--- config.mk ---
export PLATFORM = sky130hd
export DESIGN_NAME = icache_fetch
export DESIGN_NICKNAME = d
export VERILOG_FILES = /design/src/rtl/icache_fetch.sv
export SDC_FILE = /design/constraint.sdc
export NUM_CORES = 2
export LEC_CHECK = 0
export ABC_AREA = 1
export BUFFER_PORTS_ARGS = -buffer_cell sky130_fd_sc_hd__buf_2
export CORE_MARGIN = 3
export CORE_UTILIZATION = 35
export CTS_BUF_LIST = sky130_fd_sc_hd__clkbuf_16
export DETAILED_ROUTE_END_ITERATION = 10
export GPL_ROUTABILITY_DRIVEN = 0
export PLACE_DENSITY = 0.55
export REMOVE_ABC_BUFFERS = 1
export SYNTH_ARGS = -nofsm -noshare
export SYNTH_HDL_FRONTEND = slang
export SYNTH_SLANG_ARGS = --single-unit
--- constraint.sdc ---
create_clock -name clk_in -period 15.73 [get_ports clk_in]
set_input_delay 0.7865 -clock clk_in [delete_from_list [all_inputs] [get_ports clk_in]]
set_output_delay 0.7865 -clock clk_in [all_outputs]
set_load 0.01 [all_outputs]
--- src/rtl/icache_fetch.sv ---
// Instruction-fetch stage: direct-mapped one-word-per-line I-cache in front of the memory
// controller's IF port, delivering {pc, inst} to the decoder under a valid/stall handshake.
//
// state    | meaning
// S_LOOKUP | tag compare on pc; hit delivers, miss raises a request
// S_REQ    | request held until the controller signals it has latched it
// S_WAIT   | waiting for the fill whose address equals pc
module icache_fetch #(
  parameter int unsigned IDX_W  = 6,
  parameter logic [31:0] RST_PC = 32'h0
) (
  input  logic        clk_in,
  input  logic        rst_in,
  input  logic        rdy_in,
  input  logic        clr_in,
  input  logic [31:0] redirect_pc,
  input  logic        mc_to_if_valid,
  input  logic        mc_to_if_ready,
  input  logic [31:0] mc_to_if_inst,
  input  logic [31:0] mc_to_if_addr,
  output logic        if_to_mc_ready,
  output logic [31:0] if_to_mc_PC,
  input  logic        dec_stall,
  output logic        if_to_dec_valid,
  output logic [31:0] if_to_dec_inst,
  output logic [31:0] if_to_dec_pc
);
  localparam int unsigned LINES = 2**IDX_W;
  localparam int unsigned TAG_W = 30 - IDX_W;

  typedef enum logic [1:0] {S_LOOKUP, S_REQ, S_WAIT} state_e;

  state_e            state_q, state_d;
  logic [31:0]       pc_q, pc_d;
  logic              mc_req_q, mc_req_d;
  logic [31:0]       mc_pc_q, mc_pc_d;
  logic              dec_valid_q, dec_valid_d;
  logic [31:0]       dec_inst_q, dec_inst_d;
  logic [31:0]       dec_pc_q, dec_pc_d;

  logic [LINES-1:0]  valid_q;
  logic [TAG_W-1:0]  tag_q  [LINES];
  logic [31:0]       data_q [LINES];

  logic [IDX_W-1:0]  idx;
  logic [TAG_W-1:0]  tag;
  logic              hit;
  logic              stalled;
  logic              fill_match;
  logic              fill_we;

  assign idx        = pc_q[IDX_W+1:2];
  assign tag        = pc_q[31:IDX_W+2];
  assign hit        = valid_q[idx] && (tag_q[idx] == tag);
  assign stalled    = dec_valid_q && dec_stall;
  assign fill_match = mc_to_if_ready && (mc_to_if_addr == pc_q);

  always_comb begin
    state_d     = state_q;
    pc_d        = pc_q;
    mc_req_d    = mc_req_q;
    mc_pc_d     = mc_pc_q;
    dec_valid_d = dec_valid_q;
    dec_inst_d  = dec_inst_q;
    dec_pc_d    = dec_pc_q;
    fill_we     = 1'b0;
    if (clr_in) begin
      pc_d        = redirect_pc & ~32'h3;
      dec_valid_d = 1'b0;
      mc_req_d    = 1'b0;
      state_d     = S_LOOKUP;
    end else begin
      case (state_q)
        S_LOOKUP: begin
          if (!stalled) begin
            if (hit) begin
              dec_valid_d = 1'b1;
              dec_inst_d  = data_q[idx];
              dec_pc_d    = pc_q;
              pc_d        = pc_q + 32'd4;
            end else begin
              dec_valid_d = 1'b0;
              mc_req_d    = 1'b1;
              mc_pc_d     = pc_q;
              state_d     = S_REQ;
            end
          end
        end
        S_REQ: begin
          if (mc_to_if_valid) begin
            mc_req_d = 1'b0;
            state_d  = S_WAIT;
          end
        end
        S_WAIT: begin
          if (fill_match) begin
            fill_we = 1'b1;
            state_d = S_LOOKUP;
            // a fill landing under a stall only updates the line; a later hit delivers it
            if (!stalled) begin
              dec_valid_d = 1'b1;
              dec_inst_d  = mc_to_if_inst;
              dec_pc_d    = pc_q;
              pc_d        = pc_q + 32'd4;
            end
          end
        end
        default: state_d = S_LOOKUP;
      endcase
    end
  end

  always_ff @(posedge clk_in) begin
    if (!rst_in) begin
      state_q     <= S_LOOKUP;
      pc_q        <= RST_PC;
      mc_req_q    <= 1'b0;
      mc_pc_q     <= 32'h0;
      dec_valid_q <= 1'b0;
      dec_inst_q  <= 32'h0;
      dec_pc_q    <= 32'h0;
      valid_q     <= '0;
    end else if (rdy_in) begin
      state_q     <= state_d;
      pc_q        <= pc_d;
      mc_req_q    <= mc_req_d;
      mc_pc_q     <= mc_pc_d;
      dec_valid_q <= dec_valid_d;
      dec_inst_q  <= dec_inst_d;
      dec_pc_q    <= dec_pc_d;
      if (fill_we) valid_q[idx] <= 1'b1;
    end
  end

  // tag/data storage needs no reset: lines are qualified by valid_q
  always_ff @(posedge clk_in) begin
    if (rst_in && rdy_in && fill_we) begin
      tag_q[idx]  <= tag;
      data_q[idx] <= mc_to_if_inst;
    end
  end

  assign if_to_mc_ready  = mc_req_q;
  assign if_to_mc_PC     = mc_pc_q;
  assign if_to_dec_valid = dec_valid_q;
  assign if_to_dec_inst  = dec_inst_q;
  assign if_to_dec_pc    = dec_pc_q;

endmodule

### Word-level counts from Yosys, hierarchy flattened

Memories as Yosys holds them, arrays and structs flattened. A register that Yosys moved wholly into a read port is not among the register bits.
Cells that the tools add are included.

* flip-flop bits (word level): 196
* logic and storage cells: 94
* memories: 2
* output and inout port bits: 98
* bits of input ports: 103
* bits in writable memories: 3584

Memory list
* data_q: words 64, width 32, rd ports 1, clocked after Yosys merged registers in 1, write ports 1, line 43 `logic [31:0] data_q [LINES];`
* tag_q: words 64, width 24, rd ports 1, clocked after Yosys merged registers in 1, write ports 1, line 42 `logic [TAG_W-1:0] tag_q [LINES];`

* bitwise operators: 4
* add/sub/neg operators: 1
* order comparisons: 2
* equal/unequal tests: 14
* multiplexer cells: 46
* reduce and logical (&&, ||, !) cells: 17

Operators with widths (count)
* $mux W32: 13
* $pmux W32 S2: 3
* $or A64 B64 Y64: 1
* $add A32 B3 Y32 const B: 1
* $eq A32 B32 Y1: 1
* $eq A24 B24 Y1: 1
* $mux W6: 4
* $reduce_and A5 Y1: 4
* $ne A3 B3 Y1 const B: 6
* $mux W1: 16
* $mux W2: 5
* $ne A2 B2 Y1 const B: 4
* $lt A6 B7 Y1 const B: 1
* $reduce_and A7 Y1: 1
* $bmux W1 S6: 1
* $demux W1 S6: 1
* $ge A6 B1 Y1 const B: 1
* $logic_and A1 B1 Y1: 6
* $pmux W2 S3: 1
* $reduce_and A6 Y1: 1
* $reduce_bool A3 Y1: 2
* $pmux W1 S2: 2
* $not A1 Y1: 3
* $eq A2 B1 Y1 const B: 1
* 4 further kinds: 4

### Longest topological paths before layout

* depth after elaboration: 9
* depth in mapped cells: 25
* mapped depth without buffers: 22

### Worst setup path before layout

Ideal clock, no wire load.

* path kind: reg2reg
* from: register pc_q[22]
* to: memory data_q[16][0] (enable)
* library setup time: 0.470 ns
* slack: 10.270 ns
* data arrival time: 4.990 ns
* stages on the path, launching flop included: 9
* period minus slack after synthesis: 5.460 ns
* buffers on the path: 1
* cells stage by stage: dfxtp_1 -> clkbuf_1 -> xor2_1 -> or4_1 -> nor4_1 -> nand3_1 -> inv_2 -> nand2_1 -> nor2_1

* longest elaborated chain between the ends: 8

RTL lines
* from (decl): line 34 `logic [31:0] pc_q, pc_d;`
* from (signal assigned): line 125 `pc_q <= pc_d;`
* $eq A32 B32 Y1: line 56 `assign fill_match = mc_to_if_ready && (mc_to_if_addr == pc_q);`
* $logic_and A1 B1 Y1: line 56
* $mux W1: line 96 `if (fill_match) begin`
* $mux W1: line 73 `case (state_q)`
* $mux W1: line 67 `if (clr_in) begin`
* $logic_and A1 B1 Y1: line 137 `if (rst_in && rdy_in && fill_we) begin`
* $mux W1: line 137
* $mux W1 (implied by the code): line 139 `data_q[idx] <= mc_to_if_inst;`
* to (decl): line 43

No other way between the ends.

==> out/results.ini <==
[status]
status = finished clean

[setup_path]
cp-start-kind = flop
critical_path_class = reg -> reg
critPathMostFrequentCell = nand3_1
cp.arrival_ns = 9.20
crit_fanout = 179
crit_path_top_delay_cell = buf_4
cp-end-kind = flop
reg2reg_slack_ns = 7.38
critical-path-max-stage-delay_ns = 0.84
required_ns = 16.58
worstPathCellList = buf_4 > buf_12 > buf_12 > buf_4 > nand2_1 > nand3_1 > nand3_1 > nand3_1 > nand3_1 > nand3_1 > nand3_1 > nand2_1 > nand2_1 > nor2_1 > nand3_1 > o21ai_4 > buf_4 > nand2_8 > buf_4 > nor2_1 > nor2_1

[cells_and_area]
drive_gt1_frac = 0.0872
seqCellArea_um2 = 112000
fillers = 40492
mostFrequentLayoutCell = edfxtp_1
final_cells = 18463
multi_input_area_um2 = 35400
final_nets = 12522
syn2layout_area_growth_pct = 13.1
post-route-util = 0.398
mostFrequentLayoutCells = edfxtp_1, nand2_1, nand3_1

[detailed_routing]
drt_iter0_markers = 13131
drc_errors = 0
wl_um = 495000
antenna_left = 0
drt-vias-per-instance = 5.53
firstDrtPassIters = 6
wl_per_cell_um = 26.8
vias = 102069

[timing]
hold_viol = 0
rsz0062_at_grt = false
skew_ns = 0.0688
finalSetupTns_ns = 0
tightest_slew_ns = 1.18
finalCritPeriodShare = 0.531
slew_headroom = 0.210
finalCriticalPeriod_ns = 8.35
max_freq_ghz = 0.120
setup_viol = 0
final-max-slew-violation-count = 0
whs_ns = 0.170

[clocking]
cts_resized = 0
clock_latency_ns = 0.98
post_cts_buffers = 0
cts.sinks = 3780
cts_tree = done
root_buffer = clkbuf_16
htree_num_levels = 5
cts_buffer_depth = 4
cts_hold_buf = 0
cts_buffers = 396
clk_pin_slew_worst_paths_ns = 0.06

[floorplanning]
rows = 240
coreArea_um2 = 429000
start_util = 0.352
die_h_um = 663
dieArea_um2 = 439000
die_x_um = 663
ios = 201

[synthesis]
synth_area_um2 = 151000
yosysWarnings = 0
synth.distinct_cells = 45
syn_area_per_cell_um2 = 12.1
synth_seq_cells = 3780
syn_inst = 12444
ys_seq_area_frac = 0.739

[global_route]
grt-ovfl-total = 0
grt_max_degree = 200
grt_pass1_wl_um = 699000
grt_pass1_vias = 94110
antenna_found_initial = 26
grt_use_total = 0.217

[power_and_ir_drop]
leakagePower_uw = 0.0579
finalPower_uw = 22000
vdd_drop_max_v = 0.0000950
pwr_density_cell_nw_per_um2 = 129

[min_path]
hold_path_class = in -> reg

[placed_design]
place_inst = 17707
hpwl_um = 244000
port-buffer-count = 194

[flow_run]
cap_violations = 0

-- kinds of logic (layout without fill, tap and decap cells) --
kind of cell,count (synthesis),count (layout),share of synthesized area
and+or+nand+nor,5377,5377,0.148
buffers and inverters,1084,1399,0.0298
adders and majority gates,1,1,0.0000829
DFF,3780,3780,0.739
other,1,18,0.0000248
xor gates and xnor gates,49,49,0.00284
AOI/OAI and AO/OA,2135,2135,0.0791
muxes,17,17,0.00113
-- sequential cells by signal (all words and copies together), names as in the netlist, named ones only --
name,count
data_q,2048
if_to_dec_inst,32
if_to_dec_pc,30
if_to_dec_valid,1
if_to_mc_PC,30
if_to_mc_ready,1
pc_q,30
state_q,2
tag_q,1536
valid_q,64
-- final timing paths --
kind	cells past startpoint	to	from
max	21	if_to_dec_inst[25]	flop
min	5	pc_q[11]	redirect_pc[11]
max reg2reg	21	if_to_dec_inst[25]	flop
min reg2reg	2	valid_q[51]	valid_q[51]
-- Yosys cell counts (all sizes together) --
cell type,instances,area (um^2)
o211ai,30,225
a32o,3,30.0
a31oi,18,113
a21oi,65,325
conb,1,3.75
or3b,1,8.76
nor4,5,31.3
or2,4,25.0
nand4,14,87.6
a221oi,1,8.76
o31ai,4,30.0
o311ai,6,52.6
o21bai,3,22.5
o22ai,565,3530
o21ai,1336,6690
nor4b,2,17.5
o32ai,12,105
edfxtp,3584,108000
o22a,1,8.76
nand2,2090,7850
nand3b,7,52.6
ha,1,12.5
o221ai,89,780
a22o,1,8.76
nor2,1631,6120
nand3,1604,8030
inv,189,709
or4,1,7.51
clkbuf,536,2010
clkinv,3,11.3
dfxtp,196,3920
xor2,29,254
xnor2,20,175
a21boi,1,7.51
buf,356,1770
mux2i,17,170
nor3b,1,7.51
nor3,17,85.1
-- routing by layer --
| metal | GRT usage | part of all wire | vias to the layer above |
|---|---|---|---|
| li1 | - | - | 45037 |
| met1 | 0.301 | 0.42 | 51751 |
| met2 | 0.349 | 0.47 | 4433 |
| met3 | 0.0283 | 0.079 | 848 |
| met4 | 0.0771 | 0.038 | 0 |
| met5 | 0 | 0 | - |
-- through the flow --
stage               cell area (um^2)  worst slack, ns
floorplan                     147000          -123.56
global placement              158000             7.63
detailed placement            158000             7.60
CTS                           171000             7.63
global route                  171000             7.10
finish                        171000             7.38
-- layout make-up --
type / instances / share of cell area
timing repair buffer: 465 / 0.0186
tap: 5687 / 0.0417
sequential: 3780 / 0.654
antenna: 14 / 0.000205
multi-input combinational: 7583 / 0.208
inverter: 192 / 0.00446
clock inverter: 341 / 0.0148
clock buffer: 401 / 0.0588
-- worst max-delay path, delay by kind of cell, from the launching register on --
family / cells / cell delay [ns]
buffers and inverters: 6 / 3.86
and+or+nand+nor: 14 / 2.49
DFF: 1 / 0.83
AOI/OAI and AO/OA: 1 / 0.18
-- power breakdown --
| group | leakage, uW | switching, uW | internal (uW) | total [uW] |
|---|---|---|---|---|
| combinational | 0.0172 | 1340 | 444 | 1780 |
| clock | 0.00655 | 4000 | 5130 | 9130 |
| sequential | 0.0341 | 37.0 | 11100 | 11100 |
| total | 0.0579 | 5370 | 16700 | 22000 |
No activity file was read; power rests on OpenSTA's default activity.
